<file path="config.mk">
export PLATFORM = sky130hd
export DESIGN_NAME = order_msg_parser
export DESIGN_NICKNAME = d
export VERILOG_FILES = /design/src/rtl/order_pkg.sv /design/src/rtl/order_msg_checker.sv /design/src/rtl/order_msg_parser.sv
export SDC_FILE = /design/constraint.sdc
export NUM_CORES = 1
export LEC_CHECK = 0
export CAP_MARGIN = 20
export CORE_UTILIZATION = 53
export CTS_BUF_LIST = sky130_fd_sc_hd__clkbuf_8
export CTS_CLUSTER_DIAMETER = 150
export DETAILED_ROUTE_END_ITERATION = 12
export PLACE_DENSITY = 0.81
export REMOVE_ABC_BUFFERS = 1
export SLEW_MARGIN = 20
export SYNTH_ARGS = -nofsm -noshare
export SYNTH_HDL_FRONTEND = slang
export SYNTH_HIERARCHICAL = 1
export SYNTH_SLANG_ARGS = --single-unit
</file>
<file path="constraint.sdc">
create_clock -name clk -period 7.6 [get_ports clk]
set_input_delay 1.9 -clock clk [delete_from_list [all_inputs] [get_ports clk]]
set_output_delay 1.9 -clock clk [all_outputs]
set_load 0.01 [all_outputs]
</file>
<file path="src/rtl/order_pkg.sv">
// Shared order-message definitions used by the payload parser and the order book.
package order_pkg;

  localparam int unsigned MSG_BYTES  = 8;
  localparam int unsigned MSG_W      = MSG_BYTES * 8;
  localparam int unsigned ORDER_ID_W = 16;
  localparam int unsigned PRICE_W    = 16;
  localparam int unsigned QTY_W      = 16;

  typedef enum logic [1:0] {
    OP_NONE   = 2'd0,
    OP_ADD    = 2'd1,
    OP_CANCEL = 2'd2,
    OP_MODIFY = 2'd3
  } opcode_e;

  localparam logic SIDE_BUY  = 1'b0;
  localparam logic SIDE_SELL = 1'b1;

  typedef struct packed {
    opcode_e                 opcode;
    logic                    side;
    logic [ORDER_ID_W-1:0]   order_id;
    logic [PRICE_W-1:0]      price;
    logic [QTY_W-1:0]        qty;
  } order_msg_t;

endpackage

</file>
<file path="src/rtl/order_msg_checker.sv">
// Combinational opcode/side validation and field slicing of an assembled message.
module order_msg_checker
  import order_pkg::*;
(
  input  logic [MSG_W-1:0] msg,
  output logic             msg_ok,
  output order_msg_t       fields
);

  logic [7:0] op_byte;
  logic [7:0] side_byte;

  assign op_byte   = msg[MSG_W-1 -: 8];
  assign side_byte = msg[MSG_W-9 -: 8];

  // Whole bytes are range-checked, so stray high bits reject the message.
  assign msg_ok = (op_byte >= 8'h01) && (op_byte <= 8'h03) && (side_byte <= 8'h01);

  always_comb begin
    fields          = '0;
    fields.opcode   = opcode_e'(op_byte[1:0]);
    fields.side     = side_byte[0];
    fields.order_id = msg[47:32];
    fields.price    = msg[31:16];
    fields.qty      = msg[15:0];
  end

endmodule

</file>
<file path="src/rtl/order_msg_parser.sv">
// Frames UDP payload bytes from a non-FWFT FIFO into 8-byte order messages and
// presents validated, decoded fields over valid/ready; idle timeout realigns.
module order_msg_parser #(
  parameter int unsigned MSG_BYTES      = order_pkg::MSG_BYTES,
  parameter int unsigned TIMEOUT_CYCLES = 1024,
  parameter int unsigned CNT_W          = 16
) (
  input  logic                               clk,
  input  logic                               rst,
  input  logic [7:0]                         fifo_dout,
  input  logic                               fifo_empty,
  output logic                               fifo_rd_en,
  output logic                               m_valid,
  input  logic                               m_ready,
  output logic [1:0]                         m_opcode,
  output logic                               m_side,
  output logic [order_pkg::ORDER_ID_W-1:0]   m_order_id,
  output logic [order_pkg::PRICE_W-1:0]      m_price,
  output logic [order_pkg::QTY_W-1:0]        m_qty,
  output logic [CNT_W-1:0]                   msg_cnt,
  output logic [CNT_W-1:0]                   bad_msg_cnt,
  output logic [CNT_W-1:0]                   resync_cnt
);

  import order_pkg::order_msg_t;

  localparam int unsigned MSG_W = MSG_BYTES * 8;
  localparam int unsigned CW    = $clog2(MSG_BYTES + 1);
  localparam int unsigned IW    = $clog2(MSG_BYTES);
  localparam int unsigned TW    = $clog2(TIMEOUT_CYCLES);

  localparam logic [CW-1:0] FULL      = CW'(MSG_BYTES);
  localparam logic [CW-1:0] LAST      = CW'(MSG_BYTES - 1);
  localparam logic [TW-1:0] TIMER_MAX = TW'(TIMEOUT_CYCLES - 1);

  typedef enum logic [0:0] {ST_COLLECT, ST_EMIT} state_e;

  state_e          state, state_d;
  logic [CW-1:0]   issued, issued_d;
  logic [CW-1:0]   received, received_d;
  logic [TW-1:0]   timer, timer_d;
  logic            rd_vld;
  logic [7:0]      asm_q [MSG_BYTES];
  logic [7:0]      asm_d [MSG_BYTES];
  logic [MSG_W-1:0] msg_flat;
  logic            chk_ok;
  order_msg_t      chk_fields;
  order_msg_t      out_q;
  logic            load_msg, inc_msg, inc_bad, inc_resync;

  function automatic logic [CNT_W-1:0] sat_inc(input logic [CNT_W-1:0] v);
    return (&v) ? v : v + 1'b1;
  endfunction

  // The checker sees the message including the byte landing this cycle, so a
  // completed message is judged on the same cycle as the rd_vld of its last byte.
  always_comb begin
    asm_d = asm_q;
    if (rd_vld) asm_d[received[IW-1:0]] = fifo_dout;
    msg_flat = '0;
    for (int i = 0; i < int'(MSG_BYTES); i++) msg_flat[MSG_W-1-8*i -: 8] = asm_d[i];
  end

  order_msg_checker u_checker (
    .msg    (msg_flat),
    .msg_ok (chk_ok),
    .fields (chk_fields)
  );

  // NOTE: every output of this block gets a default first so no latch is inferred.
  always_comb begin
    state_d    = state;
    issued_d   = issued;
    received_d = received;
    timer_d    = timer;
    fifo_rd_en = 1'b0;
    load_msg   = 1'b0;
    inc_msg    = 1'b0;
    inc_bad    = 1'b0;
    inc_resync = 1'b0;

    case (state)
      ST_COLLECT: begin
        fifo_rd_en = !rst && !fifo_empty && (issued < FULL);
        if (fifo_rd_en) issued_d = issued + 1'b1;

        if (rd_vld) begin
          received_d = received + 1'b1;
          timer_d    = '0;
          if (received == LAST) begin
            issued_d   = '0;
            received_d = '0;
            if (chk_ok) begin
              load_msg = 1'b1;
              state_d  = ST_EMIT;
            end else begin
              inc_bad = 1'b1;
            end
          end
        end else if (received == '0) begin
          timer_d = '0;
        end else if ((issued == received) && !fifo_rd_en) begin
          // Nothing in flight and nothing arriving: a truncated payload ages out.
          if (timer == TIMER_MAX) begin
            issued_d   = '0;
            received_d = '0;
            timer_d    = '0;
            inc_resync = 1'b1;
          end else begin
            timer_d = timer + 1'b1;
          end
        end
      end

      ST_EMIT: begin
        if (m_ready) begin
          inc_msg = 1'b1;
          state_d = ST_COLLECT;
        end
      end

      default: state_d = ST_COLLECT;
    endcase
  end

  // NOTE: sequential state uses non-blocking assignments so all registers update together.
  always_ff @(posedge clk) begin
    if (rst) begin
      state       <= ST_COLLECT;
      issued      <= '0;
      received    <= '0;
      timer       <= '0;
      rd_vld      <= 1'b0;
      out_q       <= '0;
      msg_cnt     <= '0;
      bad_msg_cnt <= '0;
      resync_cnt  <= '0;
    end else begin
      state    <= state_d;
      issued   <= issued_d;
      received <= received_d;
      timer    <= timer_d;
      rd_vld   <= fifo_rd_en;
      if (load_msg)   out_q       <= chk_fields;
      if (inc_msg)    msg_cnt     <= sat_inc(msg_cnt);
      if (inc_bad)    bad_msg_cnt <= sat_inc(bad_msg_cnt);
      if (inc_resync) resync_cnt  <= sat_inc(resync_cnt);
    end
  end

  // NOTE: the assembly bytes are not reset; received gates every use of them.
  always_ff @(posedge clk) begin
    asm_q <= asm_d;
  end

  assign m_valid    = (state == ST_EMIT);
  assign m_opcode   = out_q.opcode;
  assign m_side     = out_q.side;
  assign m_order_id = out_q.order_id;
  assign m_price    = out_q.price;
  assign m_qty      = out_q.qty;

endmodule
</file>
Word level (Yosys, flattened, before mapping)
Index checks and enable logic that the tools add are counted.
{"block": "totals", "word_cells": 100, "register_bits": 183, "inputBits": 12}
{"block": "classes", "muxes": 37, "addsub": 6, "bitwise_logic": 5, "n_eq_ne": 4, "reduce_logical": 21, "magnitude_cmp": 6}
{"operator": "$bwmux 64", "n": 1}
{"operator": "$mux 64", "n": 1}
{"operator": "$add 16x1->16 const B", "n": 3}
{"operator": "$reduce_and 16->1", "n": 3}
{"operator": "$mux 4", "n": 11}
{"operator": "$mux 10", "n": 4}
{"operator": "$demux 8 s3", "n": 1}
{"operator": "$mux 1", "n": 17}
{"operator": "$add 10x1->10 const B", "n": 1}
{"operator": "$eq 10x10->1 const B", "n": 1}
{"operator": "$add 4x1->4 const B", "n": 2}
{"operator": "$ge 8x1->1 const B", "n": 1}
{"operator": "$le 8x1->1 const B", "n": 1}
{"operator": "$le 8x2->1 const B", "n": 1}
{"operator": "$mux 8", "n": 1}
{"operator": "$reduce_and 2->1", "n": 4}
{"operator": "$logic_and 1x1->1", "n": 6}
{"operator": "$eq 4x3->1 const B", "n": 1}
{"operator": "$eq 4x4->1", "n": 1}
{"operator": "$ge 4x4->1 const B", "n": 1}
{"operator": "$logic_not 4->1", "n": 1}
{"operator": "$lt 4x1->1 const B", "n": 1}
{"operator": "$lt 4x4->1 const B", "n": 1}
{"operator": "$not 1->1", "n": 4}
{"operator": "other kinds (7)", "n": 10}

Longest topological paths before layout
{"block": "logic_depth", "ltp_word": 15, "depth_mapped": 12, "depth_no_buf": 11}

By module
The synthesis kept the hierarchy.
{"mod": "order_msg_parser", "instances": 1, "seq_area_each_um2": 3663.5, "area_each_um2": 7128.1, "cells_per_inst": 768}
{"mod": "order_msg_checker", "instances": 1, "seq_area_each_um2": 0.0, "area_each_um2": 417.9, "cells_per_inst": 57}

Worst setup path after synthesis
OpenSTA, ideal clock, no wires.
{"block": "synth_path", "path_kind": "input to output", "from": "input rst", "to": "output fifo_rd_en", "setup_slack_ns": 3.356, "path_buffers": 1, "t_required_ns": 5.700, "arrival_ns": 2.344, "stages": 4, "cell_sequence": "buf_2 nor2_1 nand2_1 inv_1"}
{"block": "synth_between", "elab_chain_len": 4}
{"item": "from (decl)", "line": "order_msg_parser.sv:9", "rtl": "input logic rst,"}
{"item": "$logic_not 1->1", "line": "order_msg_parser.sv:84", "rtl": "fifo_rd_en = !rst && !fifo_empty && (issued < FULL);"}
{"item": "$logic_and 1x1->1 (2 in series)", "line": "order_msg_parser.sv:84"}
{"item": "$mux 1", "line": "order_msg_parser.sv:82", "rtl": "case (state)"}
{"item": "to (decl)", "line": "order_msg_parser.sv:12", "rtl": "output logic fifo_rd_en,"}
No other way between the ends.

Final worst setup path
{"block": "layout_path", "from": "input fifo_empty", "to": "output fifo_rd_en"}
{"block": "layout_between", "elab_chain_len": 4}
{"item": "from (decl)", "line": "order_msg_parser.sv:11", "rtl": "input logic fifo_empty,"}
{"item": "$logic_not 1->1", "line": "order_msg_parser.sv:84"}
{"item": "$logic_and 1x1->1 (2 in series)", "line": "order_msg_parser.sv:84"}
{"item": "$mux 1", "line": "order_msg_parser.sv:82"}
No other way between the ends.

==> metrics <==
status finished, final reports clean; Post-Syn Area 7550 µm²; RSZ-0062 raised after global routing false; all-layer global routing usage 20.9%; largest net degree at the start of global routing 66; CTS root buf clkbuf_8; post-cts resize count 0; synth unique cells 47; Setup CP Type primary input to output pin; FP Rows 43; # hold bufs at CTS 0; worst-margin pin slew approximately 1.0 ns; worst endpoint required time 5.70 ns; Final period util approximately 68%; post-route ant nets 0; first-pass GRT wire length 24400 µm; share of post-route cells with drive strength above 1 12.5%; number of pins with negative max-slew slack in the final report 0; Tmin final 5.15 ns; Mapped Cells 825; CP Capture Type output pin; Worst Reg-to-Reg Cells 10; Initial Util 54.4%; #FFs+latches synth 183; final setup violation count 0; Post-synth top flop dfxtp_1; Crit path arrival time 3.25 ns; FMAX 194 MHz; Die Ht 121 µm; placed wire-length estimate 9730 µm; Max-cap violations 0; setup tns final 0 ns; Die ar. 14700 µm²; FF/Latch Area 3660 µm²; r2r startpoint rd_vld$_SDFF_PP0_; R2R setup slack a little under 4 ns; GPL Wtd Cong between 0.7 and 0.8; chip width 121 µm; Startpoint Class primary input; worst clock skew roughly 0.018 ns; reg-to-reg endpoint bad_msg_cnt[9]$_SDFFE_PP0P_; Cell Pwr Density between 200 and 250 nW/µm²; Commonest cells post-synth dfxtp_1, nand2_1, a21oi_1, mux2_2, nor2_1; Max Fanout on Critical Path 4; clock sink total 183; Async SR Flop Fraction 0%; TritonRoute pass-1 iters 6; CTS tree built; routed via count roughly 5700; sequential-to-total area share from yosys stat 48.5%; Setup crit start fifo_empty; Synth warnings 6; leading area contributor after synthesis dfxtp_1; area occupied by multi-input gates between 3000 and 4000 µm²; initial antenna violation count 0; CTS clk-pin slew, worst paths 0.09 ns; mean area per synthesized cell 9.15 µm²; first-iteration detailed-routing DRC count 231; Skew-Pair Late Insertion Delay 0.46 ns; Pleak 3.06 nW; clock tree buffer depth 2; Synth area leaders dfxtp_1, mux2_2, nand2_1; # DRC 0; Hold Path Sink m_qty[6]$_SDFFE_PP0P_; routed wire length 14900 µm; most frequent cell after synthesis dfxtp_1; ANT cells 0; Area growth, synth to finish 16.9%; HP Class register to register; Post-synth EDFFs 0; Top-Level Pins 113; H-tree depth 4; WHS Path Cells 2; GRT overflow 0; number of global-route vias before repair 5166; Final Hold Viols 0; VDD IR-drop max approximately 150 µV; vias per cell between 5 and 6; Fill cells 1204; Port Buf Inserts 112; Core ar. about 14000 µm²; Yosys top cell area share 48.5%; Post-Layout Cell Count 1066; hold path startpoint m_qty[6]$_SDFFE_PP0P_; Slew HR between 30% and 40%; routed length per placed instance 14.0 µm; Nets around 890; DP Cell Count 1034; CTS buffer count 17; Setup Fix Bufs, Post-CTS 0
## cell type report
cell class                 instances  share of cell area (%)
timing repair buffer             116                    13.0
tap                              180                    2.55
inverter                          14                   0.596
multi-input combinational        541                    37.6
sequential                       183                    41.5
clock inverter                    14                    1.93
clock buffer                      18                    2.81
## cell families after synthesis
logic type | share of synthesized area (%)
compound gates | 7.93
xor+xnor | 4.18
fa+ha+maj | 1.16
buf+inv | 7.69
flops | 48.5
mux | 10.8
simple gates | 19.7
## worst max-delay path: stages
cell             delay, ns
clkdlybuf4s50_1       0.42
nor2_1                0.13
nand2_1               0.13
inv_1                 0.12
clkdlybuf4s50_1       0.54
## metal layers
metal	vias to the layer above	global-route usage, %	wire length (µm)
met3	17	4.98	647
met2	127	34.7	7120
met4	0	6.56	156
met1	2678	26.7	6980
li1	2875	-	-
met5	-	0	0
## worst max path at each step
| stage | endpoint | slack, ns | cells after the start |
|---|---|---|---|
| finish | fifo_rd_en | 2.45 | 5 |
| global route | fifo_rd_en | 2.35 | 5 |
| CTS | fifo_rd_en | 2.45 | 5 |
| detailed placement | fifo_rd_en | 2.45 | 5 |
| global placement | fifo_rd_en | 2.46 | 5 |
| floorplan | fifo_rd_en | 3.46 | 3 |
## sequential cells by signal, indices dropped and copies added (netlist names), 4 cells and up
| name | cells |
|---|---|
| received | 4 |
| m_order_id | 16 |
| issued | 4 |
| timer | 10 |
| resync_cnt | 16 |
| msg_cnt | 16 |
| m_qty | 16 |
| bad_msg_cnt | 16 |
| asm_q | 64 |
| m_price | 16 |
## power breakdown
group          leakage, nW  internal (mW)  total, mW  switching [mW]
logic                 1.35         0.0485     0.0999          0.0514
clock network        0.208          0.315      0.685           0.370
registers             1.49           1.00       1.02          0.0134
## through the flow
step           util, %  area, µm²  power [mW]  setup WS (ns)  hold WS (ns)
2_1_floorplan        -       7020        1.10           3.46         0.450
3_3_place_gp      60.5       8400        1.14           2.46         0.441
3_5_place_dp      60.5       8400        1.14           2.45         0.446
4_1_cts           63.5       8810        1.82           2.45         0.460
5_1_grt           63.6       8820        1.87           2.35         0.480
6_report          63.6       8820        1.80           2.45         0.456
## layout by cell type (no fill, tap or decap), drive strengths merged, types with 2 or more instances in the layout
| cell type | count |
|---|---|
| ha | 7 |
| nand4 | 15 |
| clkbuf | 18 |
| or2 | 2 |
| dfxtp | 183 |
| nand2 | 129 |
| nor2 | 60 |
| nor3b | 4 |
| nor4bb | 2 |
| mux2 | 65 |
| or4 | 3 |
| nor4 | 6 |
| clkinvlp | 2 |
| a2111oi | 2 |
| and2 | 5 |
| o21ai | 18 |
| and3 | 10 |
| o22ai | 2 |
| mux2i | 8 |
| nor3 | 22 |
| a41oi | 2 |
| nand2b | 4 |
| and4 | 6 |
| a21oi | 75 |
| inv | 24 |
| clkdlybuf4s50 | 111 |
| bufinv | 2 |
| or3 | 21 |
| o31a | 2 |
| nand3 | 24 |
| buf | 5 |
| xnor2 | 21 |
| xor2 | 15 |
Power figures use the tool's default switching activity.
